File: src/rtl/vector_line_draw.sv
// Bresenham segment rasteriser driving the x/y DAC channels of the vector display.
// Segments are accepted in IDLE, set up for one cycle, then walked one point per enable tick.
module vector_line_draw #(
    parameter int OUT_WIDTH = 8
) (
    input  logic                 clk,
    input  logic                 rst,
    input  logic                 enable,
    input  logic                 seg_valid,
    output logic                 seg_ready,
    input  logic [OUT_WIDTH-1:0] x0_in,
    input  logic [OUT_WIDTH-1:0] y0_in,
    input  logic [OUT_WIDTH-1:0] x1_in,
    input  logic [OUT_WIDTH-1:0] y1_in,
    output logic [OUT_WIDTH-1:0] x_out,
    output logic [OUT_WIDTH-1:0] y_out,
    output logic                 busy,
    output logic                 done
);
    localparam int SW = OUT_WIDTH + 2;

    typedef enum logic [1:0] {IDLE, SETUP, DRAW} state_t;

    state_t                 state_q, state_d;
    logic [OUT_WIDTH-1:0]   x0_q, x0_d, y0_q, y0_d, x1_q, x1_d, y1_q, y1_d;
    logic [OUT_WIDTH-1:0]   x_q, x_d, y_q, y_d;
    logic signed [SW-1:0]   dx_q, dx_d, dy_q, dy_d, err_q, err_d;
    logic                   sx_neg_q, sx_neg_d, sy_neg_q, sy_neg_d;
    logic                   done_q, done_d;

    logic [OUT_WIDTH-1:0]   abs_x, abs_y;
    logic signed [SW:0]     e2, dx_ext, dy_ext;
    logic signed [SW-1:0]   err_n;

    always_comb begin
        abs_x  = (x1_q >= x0_q) ? x1_q - x0_q : x0_q - x1_q;
        abs_y  = (y1_q >= y0_q) ? y1_q - y0_q : y0_q - y1_q;
        e2     = {err_q, 1'b0};
        dx_ext = {dx_q[SW-1], dx_q};
        dy_ext = {dy_q[SW-1], dy_q};
        err_n  = err_q;

        state_d  = state_q;
        x0_d     = x0_q;
        y0_d     = y0_q;
        x1_d     = x1_q;
        y1_d     = y1_q;
        x_d      = x_q;
        y_d      = y_q;
        dx_d     = dx_q;
        dy_d     = dy_q;
        err_d    = err_q;
        sx_neg_d = sx_neg_q;
        sy_neg_d = sy_neg_q;
        done_d   = 1'b0;

        case (state_q)
            IDLE: begin
                if (seg_valid) begin
                    x0_d    = x0_in;
                    y0_d    = y0_in;
                    x1_d    = x1_in;
                    y1_d    = y1_in;
                    state_d = SETUP;
                end
            end
            SETUP: begin
                dx_d     = $signed({2'b00, abs_x});
                dy_d     = -$signed({2'b00, abs_y});
                err_d    = $signed({2'b00, abs_x}) - $signed({2'b00, abs_y});
                sx_neg_d = !(x0_q < x1_q);
                sy_neg_d = !(y0_q < y1_q);
                x_d      = x0_q;
                y_d      = y0_q;
                state_d  = DRAW;
            end
            DRAW: begin
                if (enable) begin
                    if (x_q == x1_q && y_q == y1_q) begin
                        done_d  = 1'b1;
                        state_d = IDLE;
                    end else begin
                        // Both tests use the pre-step e2 so a diagonal step applies dx and dy together.
                        if (e2 >= dy_ext) begin
                            err_n = err_n + dy_q;
                            x_d   = sx_neg_q ? x_q - 1'b1 : x_q + 1'b1;
                        end
                        if (e2 <= dx_ext) begin
                            err_n = err_n + dx_q;
                            y_d   = sy_neg_q ? y_q - 1'b1 : y_q + 1'b1;
                        end
                        err_d = err_n;
                    end
                end
            end
            default: state_d = IDLE;
        endcase
    end

    always_ff @(posedge clk) begin
        if (rst) begin
            state_q  <= IDLE;
            x0_q     <= '0;
            y0_q     <= '0;
            x1_q     <= '0;
            y1_q     <= '0;
            x_q      <= '0;
            y_q      <= '0;
            dx_q     <= '0;
            dy_q     <= '0;
            err_q    <= '0;
            sx_neg_q <= 1'b0;
            sy_neg_q <= 1'b0;
            done_q   <= 1'b0;
        end else begin
            state_q  <= state_d;
            x0_q     <= x0_d;
            y0_q     <= y0_d;
            x1_q     <= x1_d;
            y1_q     <= y1_d;
            x_q      <= x_d;
            y_q      <= y_d;
            dx_q     <= dx_d;
            dy_q     <= dy_d;
            err_q    <= err_d;
            sx_neg_q <= sx_neg_d;
            sy_neg_q <= sy_neg_d;
            done_q   <= done_d;
        end
    end

    assign seg_ready = (state_q == IDLE) && !rst;
    assign busy      = (state_q != IDLE);
    assign x_out     = x_q;
    assign y_out     = y_q;
    assign done      = done_q;
endmodule

File: config.mk
export PLATFORM = sky130hd
export DESIGN_NAME = vector_line_draw
export DESIGN_NICKNAME = d
export VERILOG_FILES = /design/src/rtl/vector_line_draw.sv
export SDC_FILE = /design/constraint.sdc
export NUM_CORES = 1
export LEC_CHECK = 0
export BUFFER_PORTS_ARGS = -buffer_cell sky130_fd_sc_hd__buf_2
export CAP_MARGIN = 15
export CORE_UTILIZATION = 42
export DETAILED_ROUTE_END_ITERATION = 7
export HOLD_SLACK_MARGIN = 0.02
export PLACE_DENSITY_LB_ADDON = 0.08
export SLEW_MARGIN = 20
export SYNTH_ARGS = -nofsm -noshare
export SYNTH_HDL_FRONTEND = slang
export SYNTH_SLANG_ARGS = --single-unit
File: constraint.sdc
create_clock -name clk -period 4.5 [get_ports clk]
set_clock_uncertainty 0.15 [all_clocks]
set_input_delay 0.225 -clock clk [delete_from_list [all_inputs] [get_ports clk]]
set_output_delay 0.225 -clock clk [all_outputs]
set_load 0.05 [all_outputs]
After elaboration in Yosys (flattened, before gate mapping):

Cells that the tools add are included.
W data, S select, Z words.

* multiplexer cells: 25
* multiply operators: 0
* divide/modulo/power cells: 0
* equal/unequal tests: 10
* add/sub/neg operators: 12
* order comparisons: 6
* reduce and logical (&&, ||, !) cells: 14
* shift operators: 0
* bitwise gates (word level): 2

Operator list (count)
* $mux W8: 10
* $mux W10: 7
* $pmux W8 S2: 2
* $sub A8 B8 Y8: 4
* $pmux W10 S2: 1
* $add A8 B1 Y8 const B: 2
* $eq A8 B8 Y1: 2
* $ge A8 B8 Y1: 2
* $lt A8 B8 Y1: 2
* $sub A8 B1 Y8 const B: 2
* $ne A2 B2 Y1 const B: 6
* $ge A11 B10 Y1: 1
* $le A11 B9 Y1: 1
* $add A10 B10 Y10: 1
* $add A10 B9 Y10: 1
* $neg A8 Y10: 1
* $sub A8 B8 Y9: 1
* $reduce_and A4 Y1: 2
* $mux W2: 3
* $pmux W2 S3: 1
* $reduce_and A3 Y1: 2
* $reduce_bool A2 Y1: 2
* $logic_not A1 Y1: 3
* $reduce_or A3 Y1: 1
* other kinds (7): 9

* word-level logic and storage cells: 82
* memory bits (read-only): 0
* latch bits: 0
* output and inout port bits: 19
* bits in writable memories: 0
* input port bits: 36
* memories kept: 0
* flip-flop bits (word level): 81

Longest topological paths before layout:

Gate-level depths: netlist (run 1).

* word-level depth: 10
* depth in mapped cells: 21

Worst setup path after synthesis (run 1):

OpenSTA, ideal clock, no wires.

* path type: register to register
* start point: register dy_q[4]
* end point: register err_q[9]
* path slack: 0.497 ns
* buffers on the path: 1
* clock period less this slack: 4.003 ns
* stages on the path, launching flop included: 18
* data arrival time: 3.779 ns
* required time: 4.276 ns
* path through: dfxtp_1 > inv_1 > ha_1 > a21o_1 > a21o_1 > a21oi_1 > o21ai_1 > o41ai_4 > buf_6 > mux2_1 > ha_1 > or2_2 > and3_1 > a221oi_1 > o31a_1 > nor3_1 > nand4b_1 > a31oi_1

* word-level cells in the longest chain between the ends: 10

RTL lines
* start, declared: RTL line 27 `logic signed [SW-1:0] dx_q, dx_d, dy_q, dy_d, err_q, err_d;`
* start signal, assigned: RTL line 124 `dy_q <= dy_d;`
* $add A10 B10 Y10 / $ge A11 B10 Y1 (equally long branches): RTL line 85, 84
* $mux W10 *: RTL line 84 `if (e2 >= dy_ext) begin`
* $mux W10 *: RTL line 79 `if (x_q == x1_q && y_q == y1_q) begin`
* $mux W10 *: RTL line 78 `if (enable) begin`
* $mux W10 *: RTL line 57 `case (state_q)`
* $add A10 B9 Y10: RTL line 89 `err_n = err_n + dx_q;`
* $mux W10 *: RTL line 88 `if (e2 <= dx_ext) begin`
* $mux W10 *: RTL line 79
* $mux W10 *: RTL line 78
* $pmux W10 S2 *: RTL line 57
* end signal, assigned: RTL line 125 `err_q <= err_d;`
* end, declared: RTL line 27

Every way passes the cells marked *; elsewhere a longest branch is shown, timed or not. The select of a mux whose other input is x is not followed.
A chain may end at the register's enable or synchronous reset.

Final worst setup path (run 1):

* start point: register dy_q[4]
* end point: register err_q[7]

The elaborated chain is that of the path after synthesis.

==> results by group, run 1 <==
GRT
  – Antenna violations before repair: 0
  – Pin count of the biggest net entering global routing: between 40 and 50
  – Overflow after GRT: 0
  – Global-route wire length before repair: around 34 mm
  – Total track usage: 25.0%
  – M3 GR Usage: under 10%
  – Met1 Use GR: about a third
  – Vias in the first global route: 6307
  – Most Used Layer, Global Route: met2
  – M2 GR Usage: between 40% and 50%

Placed design
  – Post-DP HPWL: about 16 mm
  – GPL Wtd Cong: 0.871
  – PortBufs: 54
  – DP Area: 7650 um2
  – Placed Cells: ~1.2k

Timing
  – Fmax: approximately 230 MHz
  – Max Slew Vio Count: 0
  – Minimum clock period: around 4.3 ns
  – Setup violations, final: 0
  – Fin. Hold Viols: 0
  – Worst Tran Pin Value: about 0.98 ns
  – Post-route clock period utilization: a little over nine tenths
  – Slew HR: between 30% and 40%

Pwr
  – PwrDens: approximately 470 nW/um2
  – Maximum vdd drop: 0.219 mV
  – Leakage: 3.54 nW

Floorplan
  – Boundary Pins: 55
  – Die Height: between 100 and 150 um
  – Chip width: ~130 um
  – Row cnt: 47
  – Core ar.: 16500 um2
  – DIE AREA: 17300 um2
  – Starting density of the core: 42.8%

Synth
  – Unique masters post-synth: slightly above 80
  – Number of synthesized flops with an enable pin: 0
  – Synthesized cell area: 7060 um2
  – Synth Flop Type: dfxtp_1
  – Synth area leaders: dfxtp_1, ha_1, a21oi_1
  – Share of flip-flops with an asynchronous set or reset: 0%
  – Syn Nets: 1018
  – Mean Syn Cell Area: ~8 um2
  – Cell count after synthesis: approximately 890
  – Flops & latches, synth: between 80 and 90
  – Register area share after synthesis: a little under a quarter
  – Yosys top cell area share: a little under a quarter
  – Warnings from Yosys: 0
  – Area leader, netlist: dfxtp_1

Cells and area
  – Non-filler instance count after layout: 1199
  – Layout cells sized above 1: roughly 14%
  – Area Growth Syn to Fin: 17.8%
  – Leading cell types in the layout, fill and taps excluded: nand2_1, a21oi_1, ha_1
  – Final instance area: 8310 um2
  – Nets@finish: 1107
  – N_diodes: 0
  – Leading cell type in the layout, fill and taps excluded: nand2_1

Worst setup path
  – Worst Path Required: 4.62 ns
  – Worst path max stage delay: ~0.36 ns
  – Worst path most repeated cell: a21o_1
  – Reg2reg setup slack: approximately 0.22 ns
  – CP max stage cell: mux2_2
  – CP Cell Sequence: inv_1 -> ha_1 -> a21o_1 -> a21o_1 -> a21oi_1 -> o21ai_1 -> o41ai_4 -> buf_4 -> mux2_2 -> ha_1 -> a21o_1 -> a21oi_1 -> o21ai_1 -> buf_4 -> a21o_1 -> a21oi_1 -> xnor2_1 -> a22oi_1 -> a311oi_2
  – CP Launch Type: flop
  – R2R Path End: err_q[7]$_SDFFE_PP0P_
  – Worst Path Arrival: between 4 and 5 ns
  – Crit end category: flop
  – Reg2Reg Launch Point: dy_q[4]$_SDFFE_PP0P_
  – Worst R2R Path Depth: 19
  – Kind of critical path: reg -> reg
  – CP Max Fanout: 5

Job
  – Max_cap viols: 0

Drt
  – Final ANT Viol Nets: 0
  – Via/cell ratio: roughly 5.4
  – Residual DRC: 0
  – First-pass DRT Iterations: 5
  – DRT iter0 DRCs: 349
  – Vias: approximately 6.5k
  – Routed WL: 20.9 mm
  – DR WL/cell: about 17 um

CTS
  – Clock Tree Root: clkbuf_16
  – Clock sink count: about 80
  – CTS Buffer Depth: 2
  – H-tree levels: 3
  – CTS tree: yes
  – Num CTS Buffers: 9
  – Worst-Skew Late Latency: 0.35 ns
  – Clock transition at path regs: roughly 0.070 ns

Min path
  – HP Start: x0_in[6]
  – Worst Hold End: x0_q[6]$_SDFFE_PP0P_
  – Hold depth: 3
  – Hold Crit Class: in -> reg

Status
  – Outcome: completed
-- area by class of cell --
type	count	area, um2
clock buffer	9	225
clock inverter	7	95.1
fill	1682	8160
inverter	85	319
multi-input combinational	687	5000
sequential	81	1620
tap	220	275
timing repair buffer	110	768
-- how the worst max path moves through the flow --
stage,from,end,slack (ns),cells past startpoint
2_1_floorplan,dy_q[4]$_SDFFE_PP0P_,err_q[9]$_SDFFE_PP0P_,0.50,17
3_3_place_gp,dy_q[4]$_SDFFE_PP0P_,err_q[8]$_SDFFE_PP0P_,0.24,20
3_5_place_dp,x0_q[1]$_SDFFE_PP0P_,err_q[9]$_SDFFE_PP0P_,0.20,15
4_1_cts,x0_q[1]$_SDFFE_PP0P_,err_q[9]$_SDFFE_PP0P_,0.19,15
5_1_grt,x0_q[1]$_SDFFE_PP0P_,err_q[9]$_SDFFE_PP0P_,-0.03,16
6_report,dy_q[4]$_SDFFE_PP0P_,err_q[7]$_SDFFE_PP0P_,0.22,19
-- sequential cells by signal, summed over array words and instances, names as in the netlist --
| register | count |
|---|---|
| dy_q | 10 |
| err_q | 10 |
| dx_q | 8 |
| x0_q | 8 |
| x1_q | 8 |
| x_out | 8 |
| y0_q | 8 |
| y1_q | 8 |
| y_out | 8 |
| state_q | 2 |
| done | 1 |
| sx_neg_q | 1 |
| sy_neg_q | 1 |
-- Yosys cell counts (4+ instances only) --
library cell  count
nor2_1           56
xor2_1            7
a21oi_1          95
o21a_1            5
nor3_1           23
o21ai_1           6
inv_1            83
o21bai_1          8
mux2_2            5
a2111oi_0         5
xnor2_1          48
nand4_1           8
dfxtp_1          81
nand2_1         106
nor4_1            6
o31ai_1           5
fa_1              9
ha_1             88
a211oi_1         23
nand3_1          18
a31oi_1           7
nand2b_1          7
a221oi_1          4
clkbuf_1         23
buf_1             4
mux2i_1          15
nor2b_1          12
o21ai_0          16
o21ai_2           5
a21o_1           18
a211o_1           6
-- per-layer routing --
metal  wire (um)  share of wire (%)
met1       10100                 48
met2        9560                 46
met3         729                3.5
met4         519                2.5
met5           0                  0
-- kinds of logic after synthesis --
group | Yosys count | share of synthesized area [%]
buffers and inverters | 117 | 6.44
AND/OR/NAND/NOR | 264 | 17.6
XOR/XNOR | 56 | 7.06
flip-flops | 81 | 23.0
adder cells (fa/ha/maj) | 97 | 18.2
multiplexers | 25 | 3.88
AO/OA/AOI/OAI | 245 | 23.9
-- through the flow --
stage	util [%]	hold slack, ns	worst slack [ns]	power [mW]	TNS [ns]
4_1_cts	50.3	0.0224	0.188	3.84	0
2_1_floorplan	-	0.211	0.497	2.45	0
6_report	50.5	0.0237	0.223	3.86	0
5_1_grt	50.5	0.0359	-0.0301	4.13	-0.0301
3_5_place_dp	46.5	0.322	0.197	2.99	0
3_3_place_gp	46.5	0.316	0.238	2.99	0
-- report_power, final --
group          switching, mW  total (mW)  internal [mW]
Clock                  0.329       0.816          0.486
Sequential            0.0936       0.882          0.789
Combinational           1.24        2.17          0.929
-- critical path, delay by kind of cell (launching register included) --
family | cells | cell delay [ns]
buf+inv | 3 | 0.40
compound gates | 12 | 2.23
flops | 1 | 0.35
xor+xnor | 1 | 0.14
fa+ha+maj | 2 | 0.57
mux | 1 | 0.36
-- timing repair --
item,CTS,global route
hold buffers,31,0
endpoints found under the setup margin,0,2
resized for setup,0,7
buffers inserted,0,1
hold endpoints to repair,31,0
No activity file was read; power rests on OpenSTA's default activity.
==> inputs of run 2 (changes only) <==
--- a/config.mk
+++ b/config.mk
@@ -7,10 +7,13 @@
 export LEC_CHECK = 0
 export BUFFER_PORTS_ARGS = -buffer_cell sky130_fd_sc_hd__buf_2
 export CAP_MARGIN = 15
-export CORE_UTILIZATION = 42
+export CELL_PAD_IN_SITES_DETAIL_PLACEMENT = 1
+export CELL_PAD_IN_SITES_GLOBAL_PLACEMENT = 2
+export CORE_UTILIZATION = 37
 export DETAILED_ROUTE_END_ITERATION = 7
 export HOLD_SLACK_MARGIN = 0.02
-export PLACE_DENSITY_LB_ADDON = 0.08
+export PLACE_DENSITY_LB_ADDON = 0.1
+export REMOVE_ABC_BUFFERS = 1
 export SLEW_MARGIN = 20
 export SYNTH_ARGS = -nofsm -noshare
 export SYNTH_HDL_FRONTEND = slang
==> results by group, run 2 (same netlist as run 1, synthesis figures left out) <==
Timing
  – Worst Tran Pin Value: 0.810 ns
  – Setup tns final: 0 ns
  – Minimum clock period: 4.28 ns
  – Post-route clock period utilization: between 90% and 100%
  – Fmax: 233 MHz
  – Worst hold margin: about 0.080 ns
  – Setup violations, final: 0
  – Setup ws final: 0.217 ns
  – Max Slew Vio Count: 0
  – Fin. Hold Viols: 0
  – Slew HR: a little under half

Floorplan
  – Die Height: around 140 um
  – DIE AREA: 19600 um2
  – Chip width: ~140 um
  – Starting density of the core: 37.7%
  – Boundary Pins: 55
  – Row cnt: 50
  – Core ar.: approximately 19000 um2

Drt
  – DR WL/cell: around 19 um
  – Final ANT Viol Nets: 0
  – Routed WL: between 20 and 25 mm
  – Residual DRC: 0
  – First-pass DRT Iterations: 4
  – Vias: slightly below 7k
  – DRT iter0 DRCs: between 200 and 250
  – Via/cell ratio: between 5 and 6

Min path
  – HP Start: enable
  – Worst Hold End: done$_SDFF_PP0_
  – Hold depth: 3
  – Hold Crit Class: in -> reg

Worst setup path
  – R2R Path End: err_q[9]$_SDFFE_PP0P_
  – Setup crit start: dy_q[4]$_SDFFE_PP0P_
  – Kind of critical path: reg -> reg
  – Worst Path Required: approximately 4.6 ns
  – CP Max Fanout: 4
  – Reg2reg setup slack: roughly 0.22 ns
  – CP max stage cell: dfxtp_2
  – Buffer and inverter count on the worst path: 3
  – Crit end category: flop
  – Worst path max stage delay: 0.35 ns
  – Critical path's top delay family: compound AO/OA/AOI/OAI gates
  – CP Launch Type: flop
  – Worst R2R Path Depth: 18
  – Worst Path Arrival: roughly 4.4 ns
  – CP Cell Sequence: inv_1 -> ha_1 -> a21o_1 -> a21o_1 -> a21oi_1 -> o21ai_1 -> o41ai_4 -> buf_4 -> buf_4 -> mux2_1 -> ha_1 -> or2_2 -> and3_1 -> a221oi_2 -> nor4_1 -> o21ai_0 -> nand4b_1 -> a31oi_1
  – Reg2Reg Launch Point: dy_q[4]$_SDFFE_PP0P_

GRT
  – Overflow after GRT: 0
  – Total track usage: 24.7%
  – Antenna violations before repair: 0
  – Vias in the first global route: roughly 7.2k
  – Global-route wire length before repair: about 38 mm
  – Pin count of the biggest net entering global routing: 44

CTS
  – Worst-Skew Late Latency: 0.35 ns
  – H-tree levels: 3
  – Clock transition at path regs: ~0.060 ns
  – CTS Buffer Depth: 2
  – Clock Tree Root: clkbuf_16
  – Clock sink count: 81
  – CTS tree: yes
  – Num CTS Buffers: 9

Cells and area
  – Fillers: between 2k and 2.5k
  – Final instance area: about 8400 um2
  – N_diodes: 0
  – Post-Route Utilization: between 40% and 50%
  – Layout cells sized above 1: approximately 15%
  – Area Growth Syn to Fin: 19.8%
  – Leading cell type in the layout, fill and taps excluded: nand2_1
  – Nets@finish: ~1.1k
  – Leading cell types in the layout, fill and taps excluded: nand2_1, a21oi_1, ha_1
  – Largest registers: dy_q x10, err_q x10

Pwr
  – Maximum vdd drop: 0.188 mV
  – Leakage: between 3 and 4 nW
  – PwrDens: approximately 480 nW/um2

Placed design
  – DP Area: 7680 um2
  – PortBufs: between 50 and 60
  – Worst slack at placement: -0.0740 ns
  – GPL Wtd Cong: about 0.9
  – Post-DP HPWL: roughly 18 mm

Job
  – Max_cap viols: 0

Status
  – Outcome: completed
==> run 2: cell count changes in the layout (fill, tap and decap cells not counted), sizes merged <==
cell,change
buf,+7
clkinv,-4
bufinv,+1
clkbuf,+1
clkinvlp,+1
inv,+1
dlygate4sd3,+1
==> run 2: power by group <==
part / internal (mW) / total, mW / switching [mW]
logic: 0.958 / 2.28 / 1.32
registers: 0.789 / 0.878 / 0.0896
clock network: 0.560 / 0.893 / 0.333
total: 2.31 / 4.05 / 1.74
==> run 2: routing by layer <==
layer / wire, um / up-vias / track usage (%)
li1: - / 3323 / -
met1: 10900 / 3290 / 31.4
met2: 11300 / 126 / 42.6
met3: 648 / 38 / 3.35
met4: 765 / 0 / 9.43
met5: 0 / - / 0
==> run 2: worst max-delay path by stage <==
stage / slack (ns) / depth (start not counted) / end
floorplan: 0.27 / 17 / err_q[9]$_SDFFE_PP0P_
finish: 0.22 / 18 / err_q[9]$_SDFFE_PP0P_
global placement: 0.03 / 15 / err_q[9]$_SDFFE_PP0P_
CTS: 0.02 / 15 / err_q[9]$_SDFFE_PP0P_
detailed placement: -0.07 / 17 / err_q[9]$_SDFFE_PP0P_
global route: -0.02 / 18 / err_q[9]$_SDFFE_PP0P_
==> run 2: area by class of cell <==
cell class                 instances  area, um2  share of cell area (%)
clock buffer                      10        239                    2.83
inverter                          85        319                    3.78
timing repair buffer             118        831                    9.83
tap                              234        293                    3.47
multi-input combinational        687       5030                    59.5
clock inverter                     6        114                    1.35
sequential                        81       1620                    19.2
==> run 2: stage by stage <==
stage / power [mW] / cells
floorplan: 2.41 / 853
global placement: 2.97 / 1167
detailed placement: 3.04 / 1167
CTS: 4.03 / 1218
global route: 4.32 / 1221
finish: 4.05 / 1221
==> run 2: what timing repair did <==
action,4_1_cts,5_1_grt
hold buffers,32,0
setup buffers,3,3
endpoints found under the hold margin,32,0
setup endpoints to repair,3,4
pin swaps,1,3
gates resized for setup,2,12
==> run 2: tightest hold or removal path, delay by kind of cell <==
| family | cells | cell delay, ns |
|---|---|---|
| buffers and inverters | 1 | 0.13 |
| and+or+nand+nor | 2 | 0.16 |
==> inputs of run 3 (changes only) <==
--- a/config.mk
+++ b/config.mk
@@ -10,6 +10,7 @@
 export CELL_PAD_IN_SITES_DETAIL_PLACEMENT = 1
 export CELL_PAD_IN_SITES_GLOBAL_PLACEMENT = 2
 export CORE_UTILIZATION = 37
+export CTS_BUF_LIST = sky130_fd_sc_hd__clkbuf_16
 export DETAILED_ROUTE_END_ITERATION = 7
 export HOLD_SLACK_MARGIN = 0.02
 export PLACE_DENSITY_LB_ADDON = 0.1
==> results by group, run 3 (same netlist as run 1, synthesis figures left out) <==
CTS
  – Worst-Skew Late Latency: about 0.35 ns
  – Num CTS Buffers: 9
  – CTS tree: yes
  – H-tree levels: 3
  – Clock Tree Root: clkbuf_16
  – CTS Buffer Depth: 2
  – Clock sink count: 81
  – Clock transition at path regs: approximately 0.060 ns

Floorplan
  – DIE AREA: a little under 20000 um2
  – Chip width: around 140 um
  – Starting density of the core: between 30% and 40%
  – Row cnt: 50
  – Die Height: roughly 140 um
  – Core ar.: about 19000 um2
  – Boundary Pins: between 50 and 60

Drt
  – DRT iter0 DRCs: between 200 and 250
  – Top sig layer: met4
  – Routed WL: 23.6 mm
  – Via/cell ratio: 5.54
  – Vias: ~6.8k
  – Met3 Wirelength: between 600 and 700 um
  – First-pass DRT Iterations: 4
  – M1 WL: ~11 mm
  – Residual DRC: 0
  – DR WL/cell: 19.3 um
  – Final ANT Viol Nets: 0
  – Met2 WL: ~11 mm

GRT
  – Overflow after GRT: 0
  – Pin count of the biggest net entering global routing: between 40 and 50
  – Vias in the first global route: ~7.2k
  – Global-route wire length before repair: about 38 mm
  – Total track usage: between 20% and 30%
  – Antenna violations before repair: 0

Worst setup path
  – Crit end category: flop
  – CP Max Fanout: 4
  – Worst Path Arrival: about 4.4 ns
  – CP Cell Sequence: inv_1 -> ha_1 -> a21o_1 -> a21o_1 -> a21oi_1 -> o21ai_1 -> o41ai_4 -> buf_4 -> buf_4 -> mux2_1 -> ha_1 -> or2_2 -> and3_1 -> a221oi_2 -> nor4_1 -> o21ai_0 -> nand4b_1 -> a31oi_1
  – Reg2reg setup slack: approximately 0.22 ns
  – Worst Path Required: roughly 4.6 ns
  – CP max stage cell: dfxtp_2
  – CP Launch Type: flop
  – Kind of critical path: reg -> reg
  – Worst path max stage delay: 0.35 ns

Timing
  – Fmax: 233 MHz
  – Post-route clock period utilization: a little over nine tenths
  – Slew HR: between 40% and 50%
  – Setup tns final: 0 ns
  – Minimum clock period: 4.28 ns
  – Worst hold margin: 0.0808 ns
  – Setup ws final: between 0.2 and 0.25 ns
  – Fin. Hold Viols: 0
  – Worst Tran Pin Value: ~0.82 ns
  – Setup violations, final: 0
  – Max Slew Vio Count: 0

Cells and area
  – Leading cell types in the layout, fill and taps excluded: nand2_1, a21oi_1, ha_1
  – Area Growth Syn to Fin: 19.6%
  – N_diodes: 0
  – Leading cell type in the layout, fill and taps excluded: nand2_1
  – Largest registers: dy_q x10, err_q x10
  – Layout cells sized above 1: 15.1%
  – Nets@finish: about 1.1k

Placed design
  – PortBufs: 54
  – Post-DP HPWL: 18.0 mm
  – Worst slack at placement: -0.0740 ns
  – GPL Wtd Cong: between 0.8 and 0.9

Min path
  – Hold Crit Class: in -> reg

Status
  – Outcome: completed

Job
  – Max_cap viols: 0

Pwr
  – PwrDens: 478 nW/um2
  – Maximum vdd drop: about 0.19 mV
  – Leakage: 3.59 nW
-- run 3: power by group --
group,switching (mW),leakage (nW),internal [mW]
Combinational,1.32,2.77,0.958
Sequential,0.0894,0.664,0.789
Clock,0.332,0.160,0.543
-- run 3: worst paths after layout --
check                                           from                    end  cells past startpoint
worst min-delay path                          enable        done$_SDFF_PP0_                      3
worst max-delay path            dy_q[4]$_SDFFE_PP0P_  err_q[9]$_SDFFE_PP0P_                     18
worst max register to register  dy_q[4]$_SDFFE_PP0P_  err_q[9]$_SDFFE_PP0P_                     18
worst min register to register  y0_q[5]$_SDFFE_PP0P_   y0_q[5]$_SDFFE_PP0P_                      2
-- run 3: stage by stage --
stage	util, %	total power [mW]	instance area [um2]	instances
final	45.1	4.03	8440	1221
after global routing	45.1	4.30	8440	1221
after CTS	44.8	4.01	8370	1218
after detailed placement	41.1	3.04	7680	1167
after global placement	41.1	2.97	7680	1167
after floorplan	-	2.41	6920	853
-- run 3: layer usage --
metal | up-vias | global-route usage, %
li1 | 3324 | -
met1 | 3286 | 31.3
met2 | 129 | 42.6
met3 | 30 | 3.35
met4 | 0 | 9.43
met5 | - | 0
-- run 3: what timing repair did --
action,4_1_cts,5_1_grt
hold endpoints to repair,32,0
hold buffers,32,0
setup endpoints to repair,3,4
setup buffers,3,3
pin swaps,1,3
resized for setup,2,12
-- run 3: final cells by class --
class,count,area (um2)
fill,2269,10300
multi-input combinational,687,5030
sequential,81,1620
timing repair buffer,118,831
inverter,85,319
tap,234,293
clock buffer,9,225
clock inverter,7,118
-- run 3: critical path: cells and delay by family (launching register included) --
family / cells / cell delay [ns]
flip-flops: 1 / 0.35
multiplexers: 1 / 0.33
AND/OR/NAND/NOR: 4 / 0.72
buffers and inverters: 3 / 0.36
AO/OA/AOI/OAI: 8 / 1.62
adder cells (fa/ha/maj): 2 / 0.65
